<file path="config.mk">
export PLATFORM = sky130hd
export DESIGN_NAME = cdc_handshake_sender
export DESIGN_NICKNAME = d
export VERILOG_FILES = /design/src/rtl/cdc_handshake_sender.sv
export SDC_FILE = /design/constraint.sdc
export NUM_CORES = 1
export LEC_CHECK = 0
export ABC_AREA = 1
export CAP_MARGIN = 10
export CORE_MARGIN = 2
export CORE_UTILIZATION = 37
export DETAILED_ROUTE_END_ITERATION = 10
export GPL_TIMING_DRIVEN = 0
export PLACE_DENSITY = 0.67
export SKIP_LAST_GASP = 1
export SYNTH_ARGS = -nofsm -noshare
export SYNTH_HDL_FRONTEND = slang
export SYNTH_SLANG_ARGS = --single-unit
</file>
<file path="constraint.sdc">
create_clock -name clk -period 2.45 [get_ports clk]
set_input_delay 0.245 -clock clk [delete_from_list [all_inputs] [get_ports clk]]
set_output_delay 0.245 -clock clk [all_outputs]
set_load 0.02 [all_outputs]
</file>
<file path="src/rtl/cdc_handshake_sender.sv">
// Source-domain end of a 4-phase req/ack CDC handshake carrying a WIDTH-bit word.
// Ports:
//   clk       source-domain clock
//   reset     synchronous, active-high reset
//   in_valid  local word available
//   in_ready  block can accept a word this cycle (registered, high only in IDLE)
//   in_data   local word, sampled when in_valid && in_ready
//   data_out  registered word presented to the destination domain
//   req_out   registered request level to the destination domain
//   ack_in    asynchronous acknowledge from the destination domain
//   busy      high whenever the handshake engine is not IDLE
module cdc_handshake_sender #(
   parameter int unsigned WIDTH       = 8,
   parameter int unsigned EXTRA_DEPTH = 0
) (
   input  logic             clk,
   input  logic             reset,
   input  logic             in_valid,
   output logic             in_ready,
   input  logic [WIDTH-1:0] in_data,
   output logic [WIDTH-1:0] data_out,
   output logic             req_out,
   input  logic             ack_in,
   output logic             busy
);

   localparam int unsigned DEPTH = 2 + EXTRA_DEPTH;

   localparam logic [1:0] ST_DRAIN   = 2'd0;
   localparam logic [1:0] ST_IDLE    = 2'd1;
   localparam logic [1:0] ST_WAIT_HI = 2'd2;
   localparam logic [1:0] ST_WAIT_LO = 2'd3;

   logic [DEPTH-1:0] ack_chain;
   logic             ack_sync;
   logic [1:0]       state;
   logic [1:0]       state_nxt;
   logic [WIDTH-1:0] data_nxt;
   logic             req_nxt;
   logic             ready_nxt;
   logic             busy_nxt;

   // ack synchronizer; resets to all ones so a stale ack is never read as idle
   always_ff @(posedge clk) begin
      if (reset) begin
         ack_chain <= '1;
      end else begin
         ack_chain <= {ack_chain[DEPTH-2:0], ack_in};
      end
   end

   assign ack_sync = ack_chain[DEPTH-1];

   // State and registered outputs
   always_ff @(posedge clk) begin
      if (reset) begin
         state    <= ST_DRAIN;
         req_out  <= 1'b0;
         data_out <= WIDTH'(0);
         in_ready <= 1'b0;
         busy     <= 1'b1;
      end else begin
         state    <= state_nxt;
         req_out  <= req_nxt;
         data_out <= data_nxt;
         in_ready <= ready_nxt;
         busy     <= busy_nxt;
      end
   end

   // Next-state and next-output decode; outputs are functions of the next state
   // so every output port comes straight from a flop.
   always_comb begin
      state_nxt = state;
      data_nxt  = data_out;
      case (state)
         ST_DRAIN: begin
            if (!ack_sync) state_nxt = ST_IDLE;
         end
         ST_IDLE: begin
            // in_ready is already high in IDLE; it is the registered copy of that fact
            if (in_valid && in_ready) begin
               data_nxt  = in_data;
               state_nxt = ST_WAIT_HI;
            end
         end
         ST_WAIT_HI: begin
            if (ack_sync) state_nxt = ST_WAIT_LO;
         end
         ST_WAIT_LO: begin
            if (!ack_sync) state_nxt = ST_IDLE;
         end
         default: begin
            state_nxt = ST_DRAIN;
         end
      endcase
      req_nxt   = (state_nxt == ST_WAIT_HI);
      ready_nxt = (state_nxt == ST_IDLE);
      busy_nxt  = (state_nxt != ST_IDLE);
   end

endmodule

</file>
### After elaboration in Yosys (flattened, before gate mapping)

Index checks and enable logic that the tools add are counted.

* flip-flop bits (word level): 15
* bits of input ports: 12
* output and inout port bits: 11
* word-level logic and storage cells: 20

* equality and inequality tests: 6
* muxes and demuxes: 4
* reduce and logical (&&, ||, !) cells: 4

Operator list (number)
* == test 2 bit, second input constant: 3
* 2-to-1 mux 2 bit: 3
* one-hot mux 2 bit (3 select lines): 1
* == test 2 x 1 -> 1 bit, second input constant: 2
* zero test 2 bit: 1
* != test 2 x 1 -> 1 bit, second input constant: 1
* AND reduction 2 bit: 1
* OR reduction 2 bit: 1
* logical AND 1 bit: 1

### Depth between registers and ports, before layout

Gate-level depths: netlist of the first run.

* depth in word-level cells: 4
* mapped depth: 7
* depth with buffers taken out: 7

### Worst setup path before layout of the first run

OpenSTA, ideal clock, no wires.

* kind: register to register
* start point: register state[0]
* end point: register req_out
* library setup time: 115 ps
* arrival: 1098 ps
* data required time: 2335 ps
* path slack: 1237 ps
* stages on the path, launching flop included: 8
* path buffers: 0
* clock period less this slack: 1213 ps
* path through: dfxtp_1 -> inv_2 -> ha_1 -> nand3_1 -> nand2_1 -> nand2_2 -> nor2_4 -> and2_1

* word-level cells in the longest chain between the ends: 4
* elaborated cells between the ends (all ways): 10
* those cells by class: 4 x eq/ne; 4 x mux; 2 x reduce/logical

Ends and longest elaborated chain
* from (decl): RTL line 36 `logic [1:0] state;`
* from (signal assigned): RTL line 63 `state <= state_nxt;`
* == test 2 bit or zero test 2 bit (tied branches): RTL line 76 `case (state)`
* OR reduction 2 bit (no line)
* one-hot mux 2 bit (3 select lines) (*): RTL line 76
* == test 2 bit (*): RTL line 97 `req_nxt = (state_nxt == ST_WAIT_HI);`
* to (signal assigned): RTL line 64 `req_out <= req_nxt;`
* to (decl): RTL line 22 `output logic req_out,`

Every way passes the cells marked *; elsewhere a longest branch is shown, timed or not.
A chain may end at the register's enable or synchronous reset.

### Worst setup path in the final report of the first run

* start point: register in_ready
* end point: output in_ready

RTL lines
* from (decl): RTL line 19 `output logic in_ready,`
* from (signal assigned): RTL line 66 `in_ready <= ready_nxt;`

No word-level cell between the ends.

==> out/metrics.cfg, run 1 <==
[logic_synthesis]
synth_top_area_share_pct = 50.1
synth_warnings = 0
synth_top_area_cell = dfxtp_1
synth_common_cells = dfxtp_1 (15), nand2_1 (12), nand3_1 (11)
synthTopCellsByArea = dfxtp_1 (50%), nand3_1 (9.2%), nand2_1 (7.5%)
synth-seq-cells = 15
ys_seq_area_share_pct = 50.1
ys.flop_type = dfxtp_1
async_flop_share_pct = 0
synth.most_common_cell = dfxtp_1
netlist_area_um2 = 599
syn_nets = 85
syn_inst = 70
synth.distinct_cells = 18
synth_edf_count = 0
avgSynthCellArea_um2 = 8.56

[clock_tree]
cts_tree = yes
cts-root-buf = clkbuf_4
cts_resized = 0
holdBufCountCts = 0
htree_num_levels = 1
clock-sinks = 15
post_cts.repair.setup_buffers = 0
clkLatencyLatePin_ps = 280
numCtsBuffers = 3
cts.clk_slew.worst_paths_ps = 80
cts_buffer_depth = 2

[final_layout]
diodes = 0
final-instance-count-excl-fill = 112
drive_gt1_share_pct = 13.5
fin_nets = 112
syn_to_final_growth_pct = 44.5

[die]
die-area_um2 = 1960
io_pins = 23
num_rows = 14
initial_utilization_pct = 39.8
fp.dieW_um = 44.2
fp.dieH_um = 44.2
core_area_um2 = 1510

[global_routing]
grt_overflow_total = 0
grt_pass1_wl_um = 2030
grt_max_degree = 11
antenna_found_initial = 0
grt_use_total_pct = 14.3
grt_pass1_vias = 513

[timing]
fin_crit_ps = 1470
max_freq_ghz = 0.679
setup_viol = 0
rsz0062_at_grt = false
tightest_slew_ps = 231
tns_ps = 0
hold_violations = 0
slew_viol_final = 0
finalCritPeriodShare_pct = 60.1
skew_ps = 3.08
slew_headroom_pct = 84.6

[route]
routedWlPerCell_um = 10.3
antenna_left = 0
remaining_drc_errors = 0
routed_wl_um = 1150
routed-via-count = 533
drt_pre_antenna_iters = 3
vias_per_cell = 4.76
drtIter0Drc = 11

[worst_setup_path]
endpoint_kind = output pin
slowest_stage = clkdlybuf4s50_1
arrival_ps = 1230
cpPeakStageDelay_ps = 600
path_buf_inv = 1
cp_cell_sequence = clkdlybuf4s50_1
cp_top_family = buffers and inverters
cp-start-kind = register
required_ps = 2200
critPathMaxFanout = 2
crit_type = reg2out

[place]
dp.cells = 108
routabilityCongestion = 0.733
portBuffers = 22

[power]
irDropWorstVdd_uv = 521
total_leakage_power_nw = 0.332
powerDensity_nw_per_um2 = 909
power_mw = 0.787

[status]
status = finished clean

[hold_path]
min-delay-path-class = reg2reg

[run]
maxCapViolCount = 0

power by group:
part	total (mW)	leakage, nW	switching, mW	internal [mW]
clock	0.136	0.0150	0.0731	0.0633
sequential	0.309	0.122	0.0232	0.286
combinational	0.341	0.195	0.201	0.141
total	0.787	0.332	0.297	0.490
cell type report:
cell class                      instances  area (um2)
Fill cell                             138         641
Sequential cell                        15         300
Multi-Input combinational cell         48         268
Timing Repair Buffer                   22         220
Clock buffer                            4        26.3
Inverter                                5        21.3
Tap cell                               16        20.0
Buffer                                  2        10.0
final timing paths:
| check | start | endpoint | slack, ps | cells after the start |
|---|---|---|---|---|
| setup / recovery | in_ready | in_ready | 980 | 1 |
| hold / removal | ack_chain[0] | ack_chain[1] | 410 | 1 |
| setup reg to reg | state[0] | req_out | 1130 | 7 |
| hold reg to reg | ack_chain[0] | ack_chain[1] | 410 | 1 |
sequential cells by signal, indices dropped and copies added, names as in the netlist:
signal     count
ack_chain      2
busy           1
data_out       8
in_ready       1
req_out        1
state          2
placed cells by master (no fill, tap or decap):
cell type,synthesis,routed
nand2_1,12,12
inv_4,1,1
clkbuf_1,0,1
nor2_4,1,1
nand2_2,3,3
ha_1,3,3
o21ai_2,1,1
or2_1,2,2
nor2_1,3,3
inv_1,3,3
clkbuf_4,0,3
and2_1,1,1
nand3_2,1,1
nand3_1,11,11
buf_2,2,2
a21oi_1,8,8
o21ai_1,1,1
inv_2,1,1
dfxtp_1,15,15
nand4_1,1,1
clkdlybuf4s50_1,0,22
per-stage QoR:
| step | util, % | worst slack (ps) | hold WS [ps] | instance area, um2 |
|---|---|---|---|---|
| after global routing | 57.5 | 910 | 448 | 866 |
| after CTS | 57.5 | 966 | 411 | 866 |
| after detailed placement | 55.7 | 1110 | 391 | 840 |
| after floorplan | - | 1240 | 313 | 599 |
| final | 57.5 | 976 | 406 | 866 |
| after global placement | 55.7 | 1120 | 387 | 840 |
routing by layer:
metal	vias up	track usage [%]	wire length (um)
li1	283	-	-
met2	14	25.0	586
met1	234	15.2	495
met4	0	7.27	8
met3	2	4.90	63
met5	-	0	0
cell families (layout without fill, tap and decap cells):
group	Yosys count	count (layout)	share of synthesized area (%)
simple gates	35	35	29.4
flops	15	15	50.1
compound gates	10	10	8.98
buf+inv	7	33	5.22
fa+ha+maj	3	3	6.26
No activity file was read; power rests on OpenSTA's default activity.
==> run 2: changes to the inputs <==
Settings changed: PLACE_DENSITY 0.67 to 0.7.
Clock period 2.45 ns to 1.3 ns, I/O delays scaled along.
==> run 2 against run 1 <==
Clock skew hardly changed. Register-to-register slack worse by 1100 ps. Non-clock buffer count is the same. Critical path type is now reg2reg. Critical endpoint is now req_out. Highest routed layer unchanged.
==> out/metrics.cfg, run 2 (same netlist as run 1, synthesis figures left out) <==
[final_layout]
diodes = 0  ; unchanged
top_regs = data_out (8), ack_chain (2), state (2)  ; unchanged
mostFrequentLayoutCells = dfxtp_1 (13), nand2_1 (12), nand3_1 (11), clkdlybuf4s50_1 (11), dlygate4sd2_1 (11)  ; was clkdlybuf4s50_1 (22), dfxtp_1 (15), nand2_1 (12)
top_register = data_out  ; unchanged
largest_reg_flops = 8  ; unchanged
num-fill-cells = 154  ; was 138
drive_gt1_share_pct = 19.8  ; was 13.5%
syn_to_final_growth_pct = 51.1  ; was 44.5%
regArea_um2 = 308  ; was 300 um2
multi_input_comb_area_um2 = 309  ; was 268 um2
fin_nets = 112  ; unchanged
final_common_cell = dfxtp_1  ; was clkdlybuf4s50_1
final-instance-count-excl-fill = 112  ; unchanged

[global_routing]
grt_max_degree = 11  ; unchanged
grt_overflow_total = 0  ; unchanged
grt_pass1_wl_um = 1980  ; was 2030 um
antenna_found_initial = 0  ; unchanged
grt_use_total_pct = 13.7  ; was 14.3%
grt_pass1_vias = 486  ; was 513

[worst_setup_path]
critPathMaxFanout = 4  ; was 2
worst-r2r-cell-count = 7  ; unchanged
cp_cell_sequence = inv_4 -> ha_4 -> nand3_1 -> nand2_1 -> nand2_2 -> nor2_4 -> and2_1  ; was clkdlybuf4s50_1
required_ps = 1480  ; was 2200 ps
r2r-end = req_out  ; unchanged
arrival_ps = 1420  ; was 1230 ps
cpPeakStageDelay_ps = 400  ; was 600 ps
cp-start-kind = register  ; unchanged
slowest_stage = dfxtp_4  ; was clkdlybuf4s50_1
reg2reg_from = state[0]  ; unchanged
cp_top_family = simple AND/OR/NAND/NOR gates  ; was buffers and inverters
endpoint_kind = register  ; was output pin
r2r_slack_ps = 50  ; was 1130 ps
crit_type = reg2reg  ; was reg2out
path_buf_inv = 1  ; unchanged
cp.depth = 7  ; was 1

[timing]
tns_ps = 0  ; unchanged
max_freq_ghz = 0.803
hold_violations = 0  ; unchanged
skew_ps = 2.91  ; was 3.08 ps
slew_headroom_pct = 85.5  ; was 84.6%
finalCritPeriodShare_pct = 95.8
fin_ws_ps = 55.0  ; was 976 ps
setup_viol = 0  ; unchanged
tightest_slew_ps = 219  ; was 231 ps
slew_viol_final = 0  ; unchanged
fin_crit_ps = 1250

[route]
routed-via-count = 559  ; was 533
drtIter0Drc = 13  ; was 11
vias_per_cell = 4.99  ; was 4.76
drt_pre_antenna_iters = 4  ; was 3
antenna_left = 0  ; unchanged
remaining_drc_errors = 0  ; unchanged
routed_wl_um = 1320  ; was 1150 um
routedWlPerCell_um = 11.7  ; was 10.3 um

[run]
maxCapViolCount = 0  ; unchanged

[die]
num_rows = 14  ; unchanged
die-area_um2 = 1960  ; unchanged
fp.dieH_um = 44.2  ; unchanged
core_area_um2 = 1510  ; unchanged
fp.dieW_um = 44.2  ; unchanged
io_pins = 23  ; unchanged
initial_utilization_pct = 39.8  ; unchanged

[hold_path]
whs_path_depth = 2  ; was 1
hp-start = ack_in  ; was ack_chain[0]
min-delay-path-class = in2reg  ; was reg2reg
holdPathEnd = ack_chain[0]  ; was ack_chain[1]

[clock_tree]
numCtsBuffers = 3  ; unchanged
clkLatencyLatePin_ps = 280  ; about the same
clock-sinks = 15  ; unchanged
cts_buffer_depth = 2  ; unchanged
cts_tree = yes  ; unchanged
cts-root-buf = clkbuf_4  ; unchanged
cts.clk_slew.worst_paths_ps = 80  ; about the same
htree_num_levels = 1  ; unchanged
post_cts.repair.setup_buffers = 0  ; unchanged
holdBufCountCts = 0  ; unchanged

[place]
dp.cells = 108  ; unchanged
portBuffers = 22  ; unchanged
dp_worst_setup_slack_ps = -22.3  ; was 1110 ps
routabilityCongestion = 0.659  ; was 0.733

[power]
powerDensity_nw_per_um2 = 1790  ; was 909 nW/um2
irDropWorstVdd_uv = 1350  ; was 521 uV
total_leakage_power_nw = 0.381  ; was 0.332 nW

[status]
status = finished clean  ; unchanged

==> run 2: cell count changes in the layout (fill, tap and decap cells not counted), sizes merged <==
cell and change:
clkdlybuf4s50 -11, dlygate4sd2 +11, clkbuf +1, buf -1
==> run 2: how the worst max path moves through the flow <==
stage | from | end
after floorplan | state[0] | req_out
after global placement | state[0] | req_out
after detailed placement | state[0] | req_out
after CTS | state[0] | req_out
after global routing | state[0] | req_out
final | state[0] | req_out
==> run 2: layout make-up <==
cell class / count / area share, %
multi-input cells: 48 / 34.1
clock buffers: 4 / 2.90
repair buffers: 22 / 22.8
plain buffers: 2 / 1.38
well taps: 16 / 2.21
flip-flops and latches: 15 / 34.0
inverters: 5 / 2.62
==> run 2: per-layer routing <==
layer  track usage [%]  share of wire (%)
met1              16.8                 43
met2              22.1                 51
met3              3.67                4.9
met4              7.27               0.99
met5                 0                  0
==> run 2: per-stage QoR <==
stage,area [um2],utilization (%),total power [mW],hold WS [ps]
global placement,840,55.7,1.23,386
detailed placement,840,55.7,1.25,391
global route,906,60.1,1.74,423
finish,906,60.1,1.62,405
CTS,853,56.6,1.49,408
floorplan,599,-,1.04,198
==> run 2: what timing repair did <==
action | 4_1_cts | 5_1_grt
pin swaps | 0 | 3
endpoints found under the setup margin | 12 | 10
gates resized for setup | 12 | 12
==> run 2: power breakdown <==
part | internal, mW | switching [mW] | total [mW]
clock | 0.119 | 0.143 | 0.263
combinational | 0.292 | 0.448 | 0.740
sequential | 0.555 | 0.0659 | 0.621
total | 0.966 | 0.657 | 1.62
